`config.mk`:
```
export PLATFORM = sky130hd
export DESIGN_NAME = light_sequencer
export DESIGN_NICKNAME = d
export VERILOG_FILES = /design/src/rtl/rlgl_pkg.sv /design/src/rtl/light_sequencer_tick_gen.sv /design/src/rtl/light_sequencer.sv
export SDC_FILE = /design/constraint.sdc
export NUM_CORES = 1
export LEC_CHECK = 0
export CORE_ASPECT_RATIO = 2
export CORE_MARGIN = 2
export CORE_UTILIZATION = 46
export CTS_CLUSTER_DIAMETER = 150
export CTS_CLUSTER_SIZE = 24
export DETAILED_ROUTE_END_ITERATION = 6
export PLACE_DENSITY_LB_ADDON = 0.2
export SETUP_SLACK_MARGIN = 0.05
export SLEW_MARGIN = 20
export SYNTH_ARGS = -nofsm -noshare
export SYNTH_HDL_FRONTEND = slang
export SYNTH_SLANG_ARGS = --single-unit
```
`constraint.sdc`:
```
create_clock -name clk -period 6.5 [get_ports clk]
set_input_delay 1.3 -clock clk [delete_from_list [all_inputs] [get_ports clk]]
set_output_delay 1.3 -clock clk [all_outputs]
set_load 0.02 [all_outputs]
```
`src/rtl/rlgl_pkg.sv`:
```
`default_nettype none
// ============================================================================
//  Module      : rlgl_pkg
//  Description : Shared types and constants for the Red Light, Green Light
//                phase controller.
//  Revision    : 1.0 - initial release
// ============================================================================
package rlgl_pkg;

  typedef enum logic [1:0] {
    IDLE  = 2'd0,
    GREEN = 2'd1,
    WARN  = 2'd2,
    RED   = 2'd3
  } light_state_t;

  // Width of the unit countdown and round counter.
  localparam int UNIT_W = 8;

  // Increment that sticks at the all-ones value instead of wrapping.
  function automatic logic [UNIT_W-1:0] sat_inc(input logic [UNIT_W-1:0] v);
    return (v == {UNIT_W{1'b1}}) ? v : v + UNIT_W'(1);
  endfunction

endpackage
`default_nettype wire

```
`src/rtl/light_sequencer_tick_gen.sv`:
```
`default_nettype none
// ============================================================================
//  Module      : tick_gen
//  Description : Prescaler counting 0..TICK_DIV-1; tick is high on the last
//                count. A synchronous clear restarts the count from zero so
//                each phase begins on a unit boundary.
//  Revision    : 1.0 - initial release
// ============================================================================
module tick_gen #(
  parameter int unsigned TICK_DIV = 50_000_000
) (
  input  logic clk,
  input  logic reset,
  input  logic clr_i,
  output logic tick_o
);

  localparam int unsigned CNT_W = (TICK_DIV > 2) ? $clog2(TICK_DIV) : 1;
  localparam logic [CNT_W-1:0] LAST = CNT_W'(TICK_DIV - 1);

  logic [CNT_W-1:0] div_cnt_q;
  logic [CNT_W-1:0] div_cnt_d;

  assign tick_o = (div_cnt_q == LAST);

  // Next count: clear wins, otherwise wrap on the last count.
  always_comb begin
    div_cnt_d = div_cnt_q + CNT_W'(1);
    if (clr_i || tick_o) begin
      div_cnt_d = '0;
    end
  end

  // Prescaler register.
  always_ff @(posedge clk) begin
    if (reset) begin
      div_cnt_q <= '0;
    end else begin
      div_cnt_q <= div_cnt_d;
    end
  end

endmodule
`default_nettype wire

```
`src/rtl/light_sequencer.sv`:
```
`default_nettype none
// ============================================================================
//  Module      : light_sequencer
//  Description : Sequences the game light through GREEN, WARN and RED with
//                pseudo-random green/red lengths drawn from rand_in at phase
//                entry. Drives registered one-hot lights, a phase-entry pulse,
//                the remaining unit count and a saturating round counter.
//  Revision    : 1.0 - initial release
// ============================================================================
module light_sequencer
  import rlgl_pkg::*;
#(
  parameter int unsigned TICK_DIV   = 50_000_000,
  parameter int unsigned MIN_GREEN  = 2,
  parameter int unsigned MIN_RED    = 2,
  parameter int unsigned WARN_UNITS = 1,
  parameter int unsigned RAND_BITS  = 3
) (
  input  logic              clk,
  input  logic              reset,
  input  logic              start,
  input  logic              stop,
  input  logic [15:0]       rand_in,
  output logic              green,
  output logic              warn,
  output logic              red,
  output logic              phase_start,
  output logic [UNIT_W-1:0] units_left,
  output logic [UNIT_W-1:0] round
);

  light_state_t      state_q, state_d;
  logic [UNIT_W-1:0] units_q, units_d;
  logic [UNIT_W-1:0] round_q, round_d;
  logic              green_q, green_d;
  logic              warn_q, warn_d;
  logic              red_q, red_d;
  logic              phase_start_q, phase_start_d;
  logic              clr_div;
  logic              tick;
  logic              expire;
  logic [UNIT_W-1:0] green_len;
  logic [UNIT_W-1:0] red_len;
  logic              unused_rand;

  // Phase lengths from the current LFSR sample; the parameter bounds keep
  // these sums inside 8 bits.
  assign green_len = UNIT_W'(MIN_GREEN) + UNIT_W'(rand_in[RAND_BITS-1:0]);
  assign red_len   = UNIT_W'(MIN_RED)   + UNIT_W'(rand_in[RAND_BITS+7:8]);
  assign unused_rand = ^{rand_in[15:RAND_BITS+8], rand_in[7:RAND_BITS]};

  assign expire = tick && (units_q == UNIT_W'(1));

  tick_gen #(
    .TICK_DIV(TICK_DIV)
  ) u_tick_gen (
    .clk    (clk),
    .reset  (reset),
    .clr_i  (clr_div),
    .tick_o (tick)
  );

  // Next-state, countdown and output decode; stop overrides expiry.
  always_comb begin
    state_d       = state_q;
    units_d       = units_q;
    round_d       = round_q;
    phase_start_d = 1'b0;
    clr_div       = 1'b0;

    if (state_q == IDLE) begin
      clr_div = 1'b1;
      if (start && !stop) begin
        state_d       = GREEN;
        units_d       = green_len;
        round_d       = '0;
        phase_start_d = 1'b1;
      end
    end else if (stop) begin
      state_d = IDLE;
      units_d = '0;
      clr_div = 1'b1;
    end else if (expire) begin
      phase_start_d = 1'b1;
      clr_div       = 1'b1;
      case (state_q)
        GREEN: begin
          state_d = WARN;
          units_d = UNIT_W'(WARN_UNITS);
        end
        WARN: begin
          state_d = RED;
          units_d = red_len;
        end
        default: begin
          state_d = GREEN;
          units_d = green_len;
          round_d = sat_inc(round_q);
        end
      endcase
    end else if (tick) begin
      units_d = units_q - UNIT_W'(1);
    end

    green_d = (state_d == GREEN);
    warn_d  = (state_d == WARN);
    red_d   = (state_d == RED);
  end

  // State and registered outputs.
  always_ff @(posedge clk) begin
    if (reset) begin
      state_q       <= IDLE;
      units_q       <= '0;
      round_q       <= '0;
      green_q       <= 1'b0;
      warn_q        <= 1'b0;
      red_q         <= 1'b0;
      phase_start_q <= 1'b0;
    end else begin
      state_q       <= state_d;
      units_q       <= units_d;
      round_q       <= round_d;
      green_q       <= green_d;
      warn_q        <= warn_d;
      red_q         <= red_d;
      phase_start_q <= phase_start_d;
    end
  end

  assign green       = green_q;
  assign warn        = warn_q;
  assign red         = red_q;
  assign phase_start = phase_start_q;
  assign units_left  = units_q;
  assign round       = round_q;

endmodule
`default_nettype wire

```
Word-level counts from Yosys, hierarchy flattened
Index checks and enable logic that the tools add are counted.

Eq/ne operators: 12. Reduce and logical (&&, ||, !) cells: 11. Muxes and demuxes: 23. Magnitude comparators: 0. Multipliers: 0. $add $sub $neg: 5. Bitwise logic cells: 0. Shifts and indexed selects: 0. Div/mod/pow operators: 0.

Operator list (number): 2-to-1 mux 8 bit (11); adder 26 x 1 -> 26 bit, second input constant (1); == test 26 bit, second input constant (1); adder 2 x 3 -> 4 bit, first input constant (2); adder 8 x 1 -> 8 bit, second input constant (1); == test 8 x 1 -> 1 bit, second input constant (1); == test 8 bit, second input constant (1); 2-to-1 mux 2 bit (4); case mux 4 bit (2 select lines) (1); subtractor 8 x 1 -> 8 bit, second input constant (1); == test 2 bit, second input constant (3); 2-to-1 mux 1 bit (6); != test 2 x 1 -> 1 bit, second input constant (3); AND reduction 5 bit (1); == test 2 x 1 -> 1 bit, second input constant (2); case mux 2 bit (2 select lines) (1); nonzero test 4 bit (1); OR reduction 2 bit (2); logical AND 1 bit (2); logical NOT 2 bit (1); != test 2 bit, second input constant (1); AND reduction 2 bit (1); nonzero test 2 bit (1); logical NOT 1 bit (1); logical OR 1 bit (1).

Memory bits (writable): 0. Input bits: 20. Latch bits: 0. Memory bits (read-only): 0. Memories kept: 0. Word-level logic and storage cells: 59. Register bits after elaboration: 48. Output and inout port bits: 20.

Logic depth before layout (Yosys ltp)
Word-level depth: 7. Mapped depth: 9. Gate-level depth less buffers: 7.

Modules after synthesis
From an unflattened synthesis, not the netlist that was laid out.

Cells, all modules: 308. Area total of the unflattened synthesis: 2605.0 um^2.

By module, submodules not included: light_sequencer (area an instance 1355.0 um^2, sequential area each 440.4 um^2, cells an instance 164, times used 1); tick_gen (area an instance 1249.9 um^2, sequential area each 520.5 um^2, cells an instance 144, times used 1).

Worst setup path before layout
No wires, ideal clock.

Path type: in2reg. From: in stop. To: reg units_q[7], in the netlist units_left[7]. Data arrival time: 2.788 ns. Setup slack: 3.643 ns. Cell stages on the path: 6. Path buffers: 1. Library setup time: 0.070 ns. Required time: 6.430 ns. Path through: nand2b_1 -> a2111oi_0 -> a21oi_1 -> clkbuf_1 -> or3_1 -> a21oi_1.

Cells in the longest elaborated chain, start to end: 4. Elaborated cells on any way between the ends: 7. Classes of those cells: 1 x eq/ne; 2 x mux; 4 x reduce/logical.

Ends and longest elaborated chain: start, declared (RTL line light_sequencer.sv:22) `input logic stop,`; logical NOT 1 bit (RTL line light_sequencer.sv:73) `if (start && !stop) begin`; logical AND 1 bit (RTL line light_sequencer.sv:73); != test 2 x 1 -> 1 bit (no source line); AND reduction 2 bit (no source line); end signal, assigned (RTL line light_sequencer.sv:122) `units_q <= units_d;`; end, declared (RTL line light_sequencer.sv:33) `logic [UNIT_W-1:0] units_q, units_d;`.

Several ways; a longest one is shown, not always the timed one. A chain may end at the register's enable or synchronous reset.

Worst setup path in the final report
Same ends and word-level chain as after synthesis.

==> impl_metrics.ini <==
[clocking]
cts_hold_buf = 0
cts-root-buf = clkbuf_8
clockBufferDepth = 2
clk_pin_slew_ps = 100
clock_latency_ps = 310
cts.repair.resized = 0
cts_tree = done
cts_sinks = 48
htreeDepth = 2
cts_made_buffers = 5
cts_setup_buffers = 0

[route]
drc = 0
wl_met1_mm = 2.24
drtIter0Drc = 71
ant_nets = 0
wl_mm = 5.77
wl_met2_mm = 3.29
routed-wl-met3_um = 142
vias = 2285
highest_layer = met4
drtPass1Iterations = 4
vias_per_cell = 5.70
wl_per_cell_um = 14.4

[critical_path]
critPathArrivalTime_ps = 3630
worstReg2RegStart = state_q[0]
reg2regPathDepth = 7
worstSetupEndpointType = flop
worst-path-max-fanout = 13
cp-startpoint = stop
crit_path_end = units_left[7]
critPathLaunchType = input pin
r2r_setup_slack_ps = 3930
critPathKind = in2reg
required_ps = 6750
r2r-end = units_left[1]

[logic_synthesis]
ys.warnings.count = 0
synth_top_area_cell = dfxtp_1
synthCells = 316
ys_seq_elements = 48
synthTopCellsByArea = dfxtp_1 37%, xnor2_1 6.8%, nor2_1 6.1%, ha_1 4.4%, nand3_1 3.5%
synth_most_common_cell = dfxtp_1
netlist_top_cells_count = 48 x dfxtp_1, 42 x nor2_1, 22 x nand2_1
ys_seq_area_share_pct = 37.2
synthDominantCellAreaShare_pct = 37.2
syn_area_um2 = 2580
synth_cell_type_count = 46
synth_edf_count = 0
syn_nets = 345
async_flop_share_pct = 0
synth.avg_cell_area_um2 = 8.18
synthFlopType = dfxtp_1

[layout]
antenna_cells = 0
final_cells = 401
drive_gt1_share_pct = 5.87
area_growth_pct = 16.7
nNetsFinal = 369

[placed_design]
pre_cts_ws_ps = 2790
dpl.hpwl_mm = 4.29
gp_congestion = 0.831
place.detailed.instances = 393
port_buffers = 29

[global_route]
grt_pass1_wl_mm = 9.69
grt_max_degree = 27
grt_pass1_vias = 2202
antenna_found_initial = 0
grt.overflow.total = 0
track_usage_pct = 19.4

[floorplanning]
core-area_um2 = 5420
die_area_um2 = 6270
rows = 38
num_io_pins = 40
dieWidth_um = 57.0
die_h_um = 110
floorplan.initialDensity_pct = 47.7

[sta]
relSlewSlack_pct = 33.1
rsz0062_at_grt = false
finalWorstSetupSlack_ps = 3110
drv_slew = 0
max_freq_ghz = 0.295
layout_worst_path_cycle_share_pct = 52.1
hold_viol_final = 0
fin_tns_setup_ps = 0
min_period_ps = 3390
tightestPinTransition_ps = 1000
setup_viol = 0
skew_ps = 13.5

[flow_run]
drv_cap = 0

[min_path]
holdCritStartpoint = u_tick_gen.div_cnt_q[0]
worstHoldPathType = reg2reg

[power_and_ir_drop]
p_per_area_nw_per_um2 = 207
p_leak_nw = 0.967
peakVddDrop_uv = 170

[outcome]
outcome = finished clean
-- worst min-delay path by stage --
stage                         endpoint  slack [ps]  cells after the start
2_1_floorplan  u_tick_gen.div_cnt_q[0]         410                      1
3_3_place_gp   u_tick_gen.div_cnt_q[0]         420                      1
3_5_place_dp   u_tick_gen.div_cnt_q[0]         430                      1
4_1_cts        u_tick_gen.div_cnt_q[0]         450                      1
5_1_grt        u_tick_gen.div_cnt_q[0]         480                      1
6_report       u_tick_gen.div_cnt_q[0]         440                      1
-- worst max-delay path, cell delays in order --
cell and delay [ps]:
clkdlybuf4s50_1 510, nand2b_1 280, a2111oi_0 570, a21oi_1 390
or3_1 440, a21oi_1 140
-- power breakdown --
group | internal, W | total, W | leakage (nW) | switching [W]
clock | 0.000116 | 0.000226 | 0.0583 | 0.000110
combinational | 0.0000392 | 0.0000897 | 0.521 | 0.0000504
sequential | 0.000301 | 0.000308 | 0.388 | 0.00000767
-- cells by family (layout without fill, tap and decap cells) --
logic type / count (synthesis) / count (layout) / synth area share (%)
adder cells (fa/ha/maj): 9 / 9 / 4.36
buffers and inverters: 25 / 50 / 3.97
AND/OR/NAND/NOR: 154 / 154 / 32.3
multiplexers: 3 / 3 / 1.16
XOR/XNOR: 26 / 26 / 8.81
flip-flops: 48 / 48 / 37.2
AO/OA/AOI/OAI: 51 / 51 / 12.2
-- final cells by class --
class / count / area [um2]
Multi-Input combinational cell: 243 / 1520
Clock buffer: 5 / 68.8
Fill cell: 505 / 2400
Clock inverter: 3 / 47.5
Sequential cell: 48 / 961
Tap cell: 60 / 75.1
Timing Repair Buffer: 30 / 298
Inverter: 12 / 45.0
-- through the flow --
stage	power [W]	hold WS, ps	utilization (%)	instance area, um2
global route	0.000650	480	55.7	3020
CTS	0.000629	446	55.7	3020
global placement	0.000404	422	53.5	2900
detailed placement	0.000405	433	53.5	2900
floorplan	0.000374	413	-	2580
finish	0.000624	444	55.7	3020
-- sequential cells by signal, summed over array words and instances, names as in the netlist --
register and cells:
green 1, phase_start 1, red 1, round 8, state_q 2, u_tick_gen.div_cnt_q 26
units_left 8, warn 1
-- layer usage --
metal | up-vias | global-route usage [%]
met2 | 40 | 38.3
met4 | 0 | 7.81
met3 | 8 | 2.68
met5 | - | 0
met1 | 1055 | 19.8
li1 | 1182 | -
-- cells in the final DEF (no fill, tap or decap), types with 8 or more instances in the layout --
| cell type | n |
|---|---|
| or3_1 | 8 |
| nand2_1 | 22 |
| o21ai_0 | 10 |
| nor3_1 | 17 |
| clkdlybuf4s50_1 | 29 |
| nor2_1 | 42 |
| nand3_1 | 18 |
| xnor2_1 | 20 |
| ha_1 | 9 |
| inv_1 | 12 |
| a21oi_1 | 15 |
| dfxtp_1 | 48 |
(Power assumes the default switching activity.)
